`src/rtl/instr_enc_pkg.sv`:
```
// Shared types and constants for the RV32I instruction encoder/loader.
// Range limits are only consulted when INSTR_ENC_RANGE_CHECK_EN is defined.
package instr_enc_pkg;

    typedef enum logic [1:0] {
        FMT_I = 2'b00,
        FMT_S = 2'b01,
        FMT_B = 2'b10,
        FMT_R = 2'b11
    } fmt_e;

    typedef enum logic {
        ST_IDLE  = 1'b0,
        ST_WRITE = 1'b1
    } state_e;

    localparam int OPC_LSB = 0;
    localparam int RD_LSB  = 7;
    localparam int F3_LSB  = 12;
    localparam int RS1_LSB = 15;
    localparam int RS2_LSB = 20;
    localparam int F7_LSB  = 25;

    localparam int IMM12_MIN = -2048;
    localparam int IMM12_MAX = 2047;
    localparam int BOFF_MIN  = -4096;
    localparam int BOFF_MAX  = 4094;

endpackage

```
`src/rtl/instr_field_packer.sv`:
```
// Combinational RV32I field packer: fmt + fields -> 32-bit word, range_ok.
// Range checking is compiled in with INSTR_ENC_RANGE_CHECK_EN.
module instr_field_packer
    import instr_enc_pkg::*;
(
    input  fmt_e        fmt,
    input  logic [6:0]  opcode,
    input  logic [2:0]  funct3,
    input  logic [6:0]  funct7,
    input  logic [4:0]  rd,
    input  logic [4:0]  rs1,
    input  logic [4:0]  rs2,
    input  logic [31:0] imm,
    output logic [31:0] word,
    output logic        range_ok
);

    always_comb begin
        word = '0;
        word[OPC_LSB +: 7] = opcode;
        word[F3_LSB +: 3]  = funct3;
        word[RS1_LSB +: 5] = rs1;
        unique case (fmt)
            FMT_I: begin
                word[RD_LSB +: 5] = rd;
                word[31:20]       = imm[11:0];
            end
            FMT_S: begin
                word[RS2_LSB +: 5] = rs2;
                word[31:25]        = imm[11:5];
                word[11:7]         = imm[4:0];
            end
            FMT_B: begin
                word[RS2_LSB +: 5] = rs2;
                word[31]           = imm[12];
                word[30:25]        = imm[10:5];
                word[11:8]         = imm[4:1];
                word[7]            = imm[11];
            end
            FMT_R: begin
                word[RD_LSB +: 5]  = rd;
                word[RS2_LSB +: 5] = rs2;
                word[F7_LSB +: 7]  = funct7;
            end
        endcase
    end

`ifdef INSTR_ENC_RANGE_CHECK_EN
    logic signed [31:0] simm;
    assign simm = $signed(imm);

    always_comb begin
        range_ok = 1'b1;
        unique case (fmt)
            FMT_I, FMT_S:
                range_ok = (simm >= IMM12_MIN) && (simm <= IMM12_MAX);
            FMT_B:
                range_ok = (simm >= BOFF_MIN) && (simm <= BOFF_MAX) && !imm[0];
            FMT_R:
                range_ok = 1'b1;
        endcase
    end
`else
    // Out-of-field immediate bits are silently dropped in this build.
    logic unused_imm;
    assign unused_imm = ^{imm[31:13], imm[0]};
    assign range_ok   = 1'b1;
`endif

endmodule

```
`src/rtl/instr_encoder_loader.sv`:
```
// Boot/test program loader: encodes RV32I words and writes them to imem.
// Define INSTR_ENC_RANGE_CHECK_EN to reject out-of-range immediates.
module instr_encoder_loader
    import instr_enc_pkg::*;
#(
    parameter int                ADDR_W    = 32,
    parameter logic [ADDR_W-1:0] BASE_ADDR = '0,
    parameter int                CNT_W     = 16
) (
    input  logic              clk,
    input  logic              rst_n,
    input  logic              start,
    input  logic              in_valid,
    output logic              in_ready,
    input  logic [1:0]        fmt,
    input  logic [6:0]        opcode,
    input  logic [2:0]        funct3,
    input  logic [6:0]        funct7,
    input  logic [4:0]        rd,
    input  logic [4:0]        rs1,
    input  logic [4:0]        rs2,
    input  logic [31:0]       imm,
    output logic              mem_we,
    input  logic              mem_ack,
    output logic [ADDR_W-1:0] mem_addr,
    output logic [31:0]       mem_wdata,
    output logic [CNT_W-1:0]  instr_count,
    output logic              err
);

    state_e            state_q, state_d;
    logic [ADDR_W-1:0] addr_q, addr_d;
    logic [31:0]       wdata_q, wdata_d;
    logic [CNT_W-1:0]  count_q, count_d;
    logic              pend_q, pend_d;
    logic [31:0]       word;
    logic              range_ok;
    logic              in_hs;
    logic              reload;

    instr_field_packer u_packer (
        .fmt      (fmt_e'(fmt)),
        .opcode   (opcode),
        .funct3   (funct3),
        .funct7   (funct7),
        .rd       (rd),
        .rs1      (rs1),
        .rs2      (rs2),
        .imm      (imm),
        .word     (word),
        .range_ok (range_ok)
    );

    // start has priority over a same-cycle request in IDLE.
    assign in_ready = rst_n && (state_q == ST_IDLE) && !start;
    assign in_hs    = in_valid && in_ready;
    assign reload   = ((state_q == ST_IDLE) && start)
                   || ((state_q == ST_WRITE) && mem_ack && (start || pend_q));

    always_comb begin
        state_d = state_q;
        addr_d  = addr_q;
        wdata_d = wdata_q;
        count_d = count_q;
        pend_d  = pend_q;
        unique case (state_q)
            ST_IDLE: begin
                if (in_hs && range_ok) begin
                    wdata_d = word;
                    state_d = ST_WRITE;
                end
            end
            ST_WRITE: begin
                if (start) pend_d = 1'b1;
                if (mem_ack) begin
                    state_d = ST_IDLE;
                    pend_d  = 1'b0;
                    addr_d  = addr_q + ADDR_W'(4);
                    if (count_q != '1) count_d = count_q + CNT_W'(1);
                end
            end
        endcase
        if (reload) begin
            addr_d  = BASE_ADDR;
            count_d = '0;
        end
    end

    always_ff @(posedge clk or negedge rst_n) begin
        if (!rst_n) begin
            state_q <= ST_IDLE;
            addr_q  <= BASE_ADDR;
            wdata_q <= '0;
            count_q <= '0;
            pend_q  <= 1'b0;
        end else begin
            state_q <= state_d;
            addr_q  <= addr_d;
            wdata_q <= wdata_d;
            count_q <= count_d;
            pend_q  <= pend_d;
        end
    end

`ifdef INSTR_ENC_RANGE_CHECK_EN
    logic err_q, err_d;

    always_comb begin
        err_d = err_q;
        if (reload) err_d = 1'b0;
        else if (in_hs && !range_ok) err_d = 1'b1;
    end

    always_ff @(posedge clk or negedge rst_n) begin
        if (!rst_n) err_q <= 1'b0;
        else        err_q <= err_d;
    end

    assign err = err_q;
`else
    assign err = 1'b0;
`endif

    assign mem_we      = (state_q == ST_WRITE);
    assign mem_addr    = addr_q;
    assign mem_wdata   = wdata_q;
    assign instr_count = count_q;

endmodule

```
`config.mk`:
```
export PLATFORM = sky130hd
export DESIGN_NAME = instr_encoder_loader
export DESIGN_NICKNAME = d
export VERILOG_FILES = /design/src/rtl/instr_enc_pkg.sv /design/src/rtl/instr_field_packer.sv /design/src/rtl/instr_encoder_loader.sv
export SDC_FILE = /design/constraint.sdc
export NUM_CORES = 1
export LEC_CHECK = 0
export CORE_MARGIN = 1.5
export CORE_UTILIZATION = 45
export DETAILED_ROUTE_END_ITERATION = 8
export PLACE_DENSITY = 0.91
export SETUP_SLACK_MARGIN = 0.05
export SLEW_MARGIN = 20
export SYNTH_ARGS = -nofsm -noshare
export SYNTH_HDL_FRONTEND = slang
export SYNTH_SLANG_ARGS = --single-unit
```
`constraint.sdc`:
```
create_clock -name clk -period 2.16 [get_ports clk]
set_input_delay 0.432 -clock clk [delete_from_list [all_inputs] [get_ports clk]]
set_output_delay 0.432 -clock clk [all_outputs]
set_load 0.005 [all_outputs]
```
Yosys cells after proc, flatten, opt, wreduce, memory -nomap -nowiden
Cells that the tools add are included.
Cells by class
  muxes and demuxes: 14
  reduce and logical (&&, ||, !) cells: 19
  equality and inequality tests: 4
  $add $sub $neg: 2
  bitwise gates (word level): 1
Operator list (number)
  $mux W32: 3
  $mux W16: 4
  $pmux W12 S4: 1
  $add A32 B3 Y32 const B: 1
  $add A16 B1 Y16 const B: 1
  $ne A16 B16 Y1 const B: 1
  $pmux W5 S3: 1
  $reduce_bool A2 Y1: 4
  $logic_and A1 B1 Y1: 6
  $reduce_and A2 Y1: 3
  $eq A2 B2 Y1 const B: 2
  $mux W1: 4
  $reduce_and A3 Y1: 1
  $eq A2 B1 Y1 const B: 1
  $logic_not A2 Y1: 1
  $logic_or A1 B1 Y1: 2
  $pmux W1 S2: 1
  $reduce_or A2 Y1: 1
  $logic_not A1 Y1: 1
  $not A1 Y1: 1
Word-level totals
  logic and storage cells: 45
  bits in registers: 82
  input port bits: 71

Logic depth before layout (Yosys ltp)
  word-level depth: 6
  mapped depth: 7
  mapped depth without buffers: 6

Modules after synthesis
Synthesis repeated with hierarchy kept, for this count alone.
Unflattened totals
  cell total of the unflattened synthesis: 399
  area total of the unflattened synthesis: 4149.0 µm²
By module, submodules not included
  instr_encoder_loader: seq. area each 2001.9 µm², cells each 336, area an instance 3723.6 µm², instances 1
  instr_field_packer: seq. area each 0.0 µm², cells each 63, area an instance 425.4 µm², instances 1

Least setup slack after synthesis
OpenSTA, ideal clock, no wires.
  kind: input to register
  start: input port mem_ack
  end: register addr_q[22] (netlist: mem_addr[22])
  library setup time: 0.078 ns
  slack: 0.123 ns
  cell stages on the path: 6
  data required time: 2.082 ns
  arrival time: 1.959 ns
  cell sequence: buf_4 > mux2i_1 > buf_2 > or4_4 > or4_1 > a21oi_1
Between the ends
  cells in the longest elaborated chain, start to end: 5
  elaborated cells on any way between the ends: 7
RTL lines
  start: declaration: RTL line instr_encoder_loader.sv:24  | input logic mem_ack,
  $logic_and A1 B1 Y1 (2 in series): RTL line instr_encoder_loader.sv:58  | || ((state_q == ST_WRITE) && mem_ack && (start || pend_q));
  $logic_or A1 B1 Y1: RTL line instr_encoder_loader.sv:58
  $reduce_bool A2 Y1 (no source line)
  $reduce_and A2 Y1 (no source line)
  end signal: assignment: RTL line instr_encoder_loader.sv:98  | addr_q <= addr_d;
  end: declaration: RTL line instr_encoder_loader.sv:32  | logic [ADDR_W-1:0] addr_q, addr_d;
Several ways; a longest one is shown, not always the timed one.
A chain may end at the register's enable or synchronous reset.

Worst setup path in the final report
  start: input port rst_n
  end: output port in_ready
Between the ends
  cells in the longest elaborated chain, start to end: 2
RTL lines
  start: declaration: RTL line instr_encoder_loader.sv:11  | input logic rst_n,
  $logic_and A1 B1 Y1 (2 in series): RTL line instr_encoder_loader.sv:55  | assign in_ready = rst_n && (state_q == ST_IDLE) && !start;
  end: declaration: RTL line instr_encoder_loader.sv:14  | output logic in_ready,
Every way passes these cells.

==> metrics.md <==
| Metric | Value |
|---|---|
| Psw | `0.972 mW` |
| Number of synthesized register bits | `80` |
| DRC violations left | `0` |
| EDFF count, synth | `0` |
| IO Count | `154` |
| Filler cells | `653` |
| Worst VDD drop | `419 µV` |
| Die H | `98.5 µm` |
| Worst slew margin | `43.4%` |
| Multi-input logic area | `0.00196 mm²` |
| Simple-gate share of the synthesized area | `21.4%` |
| Cell row count | `34` |
| XOR/XNOR Fraction of Synth Area | `1.07%` |
| CTS tree | `yes` |
| Clk pwr share | `32.1%` |
| Post-Syn Area per Cell | `9.80 µm²` |
| Initial core utilization | `46.8%` |
| Switching part of the total | `25.9%` |
| Post-DP HPWL | `8.29 mm` |
| CP peak stage delay | `0.54 ns` |
| Kind of critical path | `input port to primary output` |
| Cells after Synth | `419` |
| Port Buffers | `131` |
| Worst Path Arrival | `1.59 ns` |
| Cell area power density | `631 mW/mm²` |
| Setup Viol. Count Final | `0` |
| Clk root buf | `clkbuf_8` |
| Vias | `3936` |
| Sequential cell area | `0.00200 mm²` |
| Mapped cell area | `0.00411 mm²` |
| Final core utilization | `67.9%` |
| Status | `completed` |
| CTS buffer count | `9` |
| Cell variety after synth | `41` |
| P_leak | `2.43 nW` |
| Vias in the first global route | `4094` |
| Adder-cell share of the synthesized area | `2.13%` |
| CP Max Fanout | `17` |
| CP cell instances | `dlygate4sd3_1 > buf_6 > and2_1 > dlygate4sd2_1` |
| WL/cell | `16.6 µm` |
| Largest family of logic cells by synthesized area | `simple AND/OR/NAND/NOR gates` |
| Post-synthesis mux area share | `7.31%` |
| GRT Overall Usage | `24.2%` |
| Total grt overflow | `0` |
| Reg clk slew, reported paths | `0.09 ns` |
| Setup crit end kind | `primary output` |
| Critical path launch point type | `input port` |
| Htree depth | `3` |
| WP buf/inv | `3` |
| Die area | `0.00970 mm²` |
| Crit path required time | `1.73 ns` |
| Final worst path period need | `2.02 ns` |
| Die X | `98.5 µm` |
| Vias per cell | `5.78` |
| CP max-delay cell | `dlygate4sd3_1` |
| Clock sinks | `80` |
| Register share of total power | `46.1%` |
| Placer Congestion | `0.885` |
| Core Region | `0.00876 mm²` |
| Post-synth ARST share | `100%` |
| Layout cells sized above 1 | `12.9%` |
| Fin. Hold Viols | `0` |
| Yosys warning total | `0` |
| DRT iter0 DRCs | `123` |
| Sequential area share after synthesis | `48.8%` |
| Pin count of the biggest net entering global routing | `67` |
| Max-Cap Viols | `0` |
| Prevailing post-synth register cell | `dfrtp_1` |
| Worst-Margin Slew | `0.849 ns` |
| Nets | `647` |
| Ant diodes | `0` |
| Drt pass-1 iters | `4` |
| Period utilization | `93.5%` |
| # placed instances | `664` |
| Layout Skew | `0.0123 ns` |
| CP top delay family | `buffers and inverters` |
| Non-Filler Instances | `681` |
| First-pass GRT wire length | `19.1 mm` |
| Maximum buffer depth of the clock tree | `2` |
| Later-pin clock latency in the skew report | `0.35 ns` |
| Initial antenna violation count | `0` |
| Int Power | `2.78 mW` |
| DRT antenna net count | `0` |
| RSZ-0062 raised after global routing | `no` |
| Combinational share of power | `21.8%` |
| F_max | `495 MHz` |
| Synth Area in Compound Gates | `15.3%` |
| Max Slew Vio Count | `0` |
| WL final | `11.3 mm` |
| Area delta synth->final | `45.0%` |
| Hold WC Path Type | `input port to async pin` |
-- path summary, 6_finish.rpt --
| path | end | slack (ns) | cells past startpoint | from |
|---|---|---|---|---|
| worst max-delay path | in_ready | 0.14 | 4 | rst_n |
| worst max register to register | mem_addr[16]$_DFFE_PN0P_ | 0.16 | 6 | mem_addr[3]$_DFFE_PN0P_ |
| min in group clk | mem_wdata[31]$_DFFE_PN0P_ | 0.51 | 1 | mem_wdata[31]$_DFFE_PN0P_ |
| max in group asynchronous | mem_addr[5]$_DFFE_PN0P_ | 0.60 | 3 | rst_n |
| worst min-delay path | mem_wdata[4]$_DFFE_PN0P_ | 0.46 | 2 | rst_n |
| worst min register to register | mem_wdata[31]$_DFFE_PN0P_ | 0.51 | 1 | mem_wdata[31]$_DFFE_PN0P_ |
-- per-layer routing --
layer  vias up  part of all wire [%]  global-route usage (%)
met5         -                     0                       0
met4         0                   1.8                    9.43
met3        22                   8.8                    7.59
met2       173                    49                    39.9
met1      1908                    41                    29.7
li1       1833                     -                       -
-- cells in the mapped netlist (all sizes together), types with 3 or more instances --
| master | count | area, µm² |
|---|---|---|
| clkbuf | 18 | 67.6 |
| and3 | 7 | 43.8 |
| mux2 | 16 | 180 |
| nor3 | 4 | 20.0 |
| a22oi | 17 | 128 |
| a21oi | 43 | 215 |
| nand4 | 12 | 75.1 |
| nand2b | 12 | 75.1 |
| o21ai | 17 | 85.1 |
| mux2i | 12 | 120 |
| and4 | 10 | 87.6 |
| nand2 | 32 | 120 |
| buf | 11 | 62.6 |
| nand3 | 17 | 85.1 |
| nor2 | 24 | 90.1 |
| nor4 | 3 | 18.8 |
| ha | 7 | 87.6 |
| o31ai | 12 | 90.1 |
| or3 | 13 | 81.3 |
| dfrtp | 80 | 2000 |
| inv | 9 | 33.8 |
| or4 | 13 | 101 |
| xnor2 | 5 | 43.8 |
| and2 | 4 | 25.0 |
-- cell usage in the layout, fill, tap and decap left out, types with 7 or more instances in the layout --
master,instances
inv_1,9
buf_4,31
dfrtp_1,79
nand4_1,12
mux2_2,16
nand2_1,31
clkbuf_8,9
and4_1,9
or3_1,13
nor2_1,24
nand2b_1,12
or4_1,12
clkdlybuf4s50_1,129
a22oi_1,17
ha_1,7
nand3_1,17
o31ai_1,12
a21oi_1,43
o21ai_0,17
mux2i_1,11
-- power groups by stage --
| stage | Combinational (mW) | Sequential, mW | Clock (mW) |
|---|---|---|---|
| after detailed placement | 0.817 | 1.76 | 0 |
| after global placement | 0.790 | 1.75 | 0 |
| final | 0.820 | 1.73 | 1.20 |
| after CTS | 0.823 | 1.73 | 1.22 |
| after floorplan | 0.263 | 1.77 | 0 |
| after global routing | 0.893 | 1.75 | 1.28 |
-- per-stage QoR --
step | power (mW) | setup TNS [ns] | hold slack, ns | setup WS [ns] | instance area (µm²)
after global routing | 3.93 | 0 | 0.464 | 0.0494 | 5950
final | 3.76 | 0 | 0.461 | 0.141 | 5950
after detailed placement | 2.58 | -3.78 | 0.316 | -0.292 | 5710
after global placement | 2.54 | -2.21 | 0.311 | -0.236 | 5710
after floorplan | 2.03 | 0 | 0.136 | 0.123 | 4110
after CTS | 3.78 | 0 | 0.470 | 0.0695 | 5930
-- area by class of cell --
type,instances,area share [%]
tap,108,2.27
timing repair buffer,166,27.1
multi-input combinational,303,32.9
inverter,9,0.568
sequential,80,33.7
clock buffer,9,2.08
clock inverter,6,1.43
-- registers in the layout, summed over array words and instances (netlist names) --
register and count:
instr_count 16, pend_q 1, mem_addr 30, mem_we 1
mem_wdata 32
-- worst register-to-register path: stages (launching register included) --
cell,delay (ns)
dfrtp_1,0.37
ha_1,0.20
nand2_2,0.10
or4_4,0.56
buf_4,0.18
or3_1,0.34
a21oi_1,0.16
-- cells by family (layout without fill, tap and decap cells) --
kind of cell / after synthesis / count (layout)
mux: 28 / 28
compound gates: 102 / 102
xor+xnor: 5 / 5
buf+inv: 38 / 190
fa+ha+maj: 7 / 7
other cells: 1 / 3
simple gates: 158 / 158
flops: 80 / 80
-- timing repair --
item,in CTS,in global routing
endpoints found under the setup margin,1,12
hold buffers,1,0
pin swaps,0,2
endpoints found under the hold margin,14,0
setup buffers,0,1
gates resized for setup,1,6
Note: power is estimated with default switching activity, not from simulation.
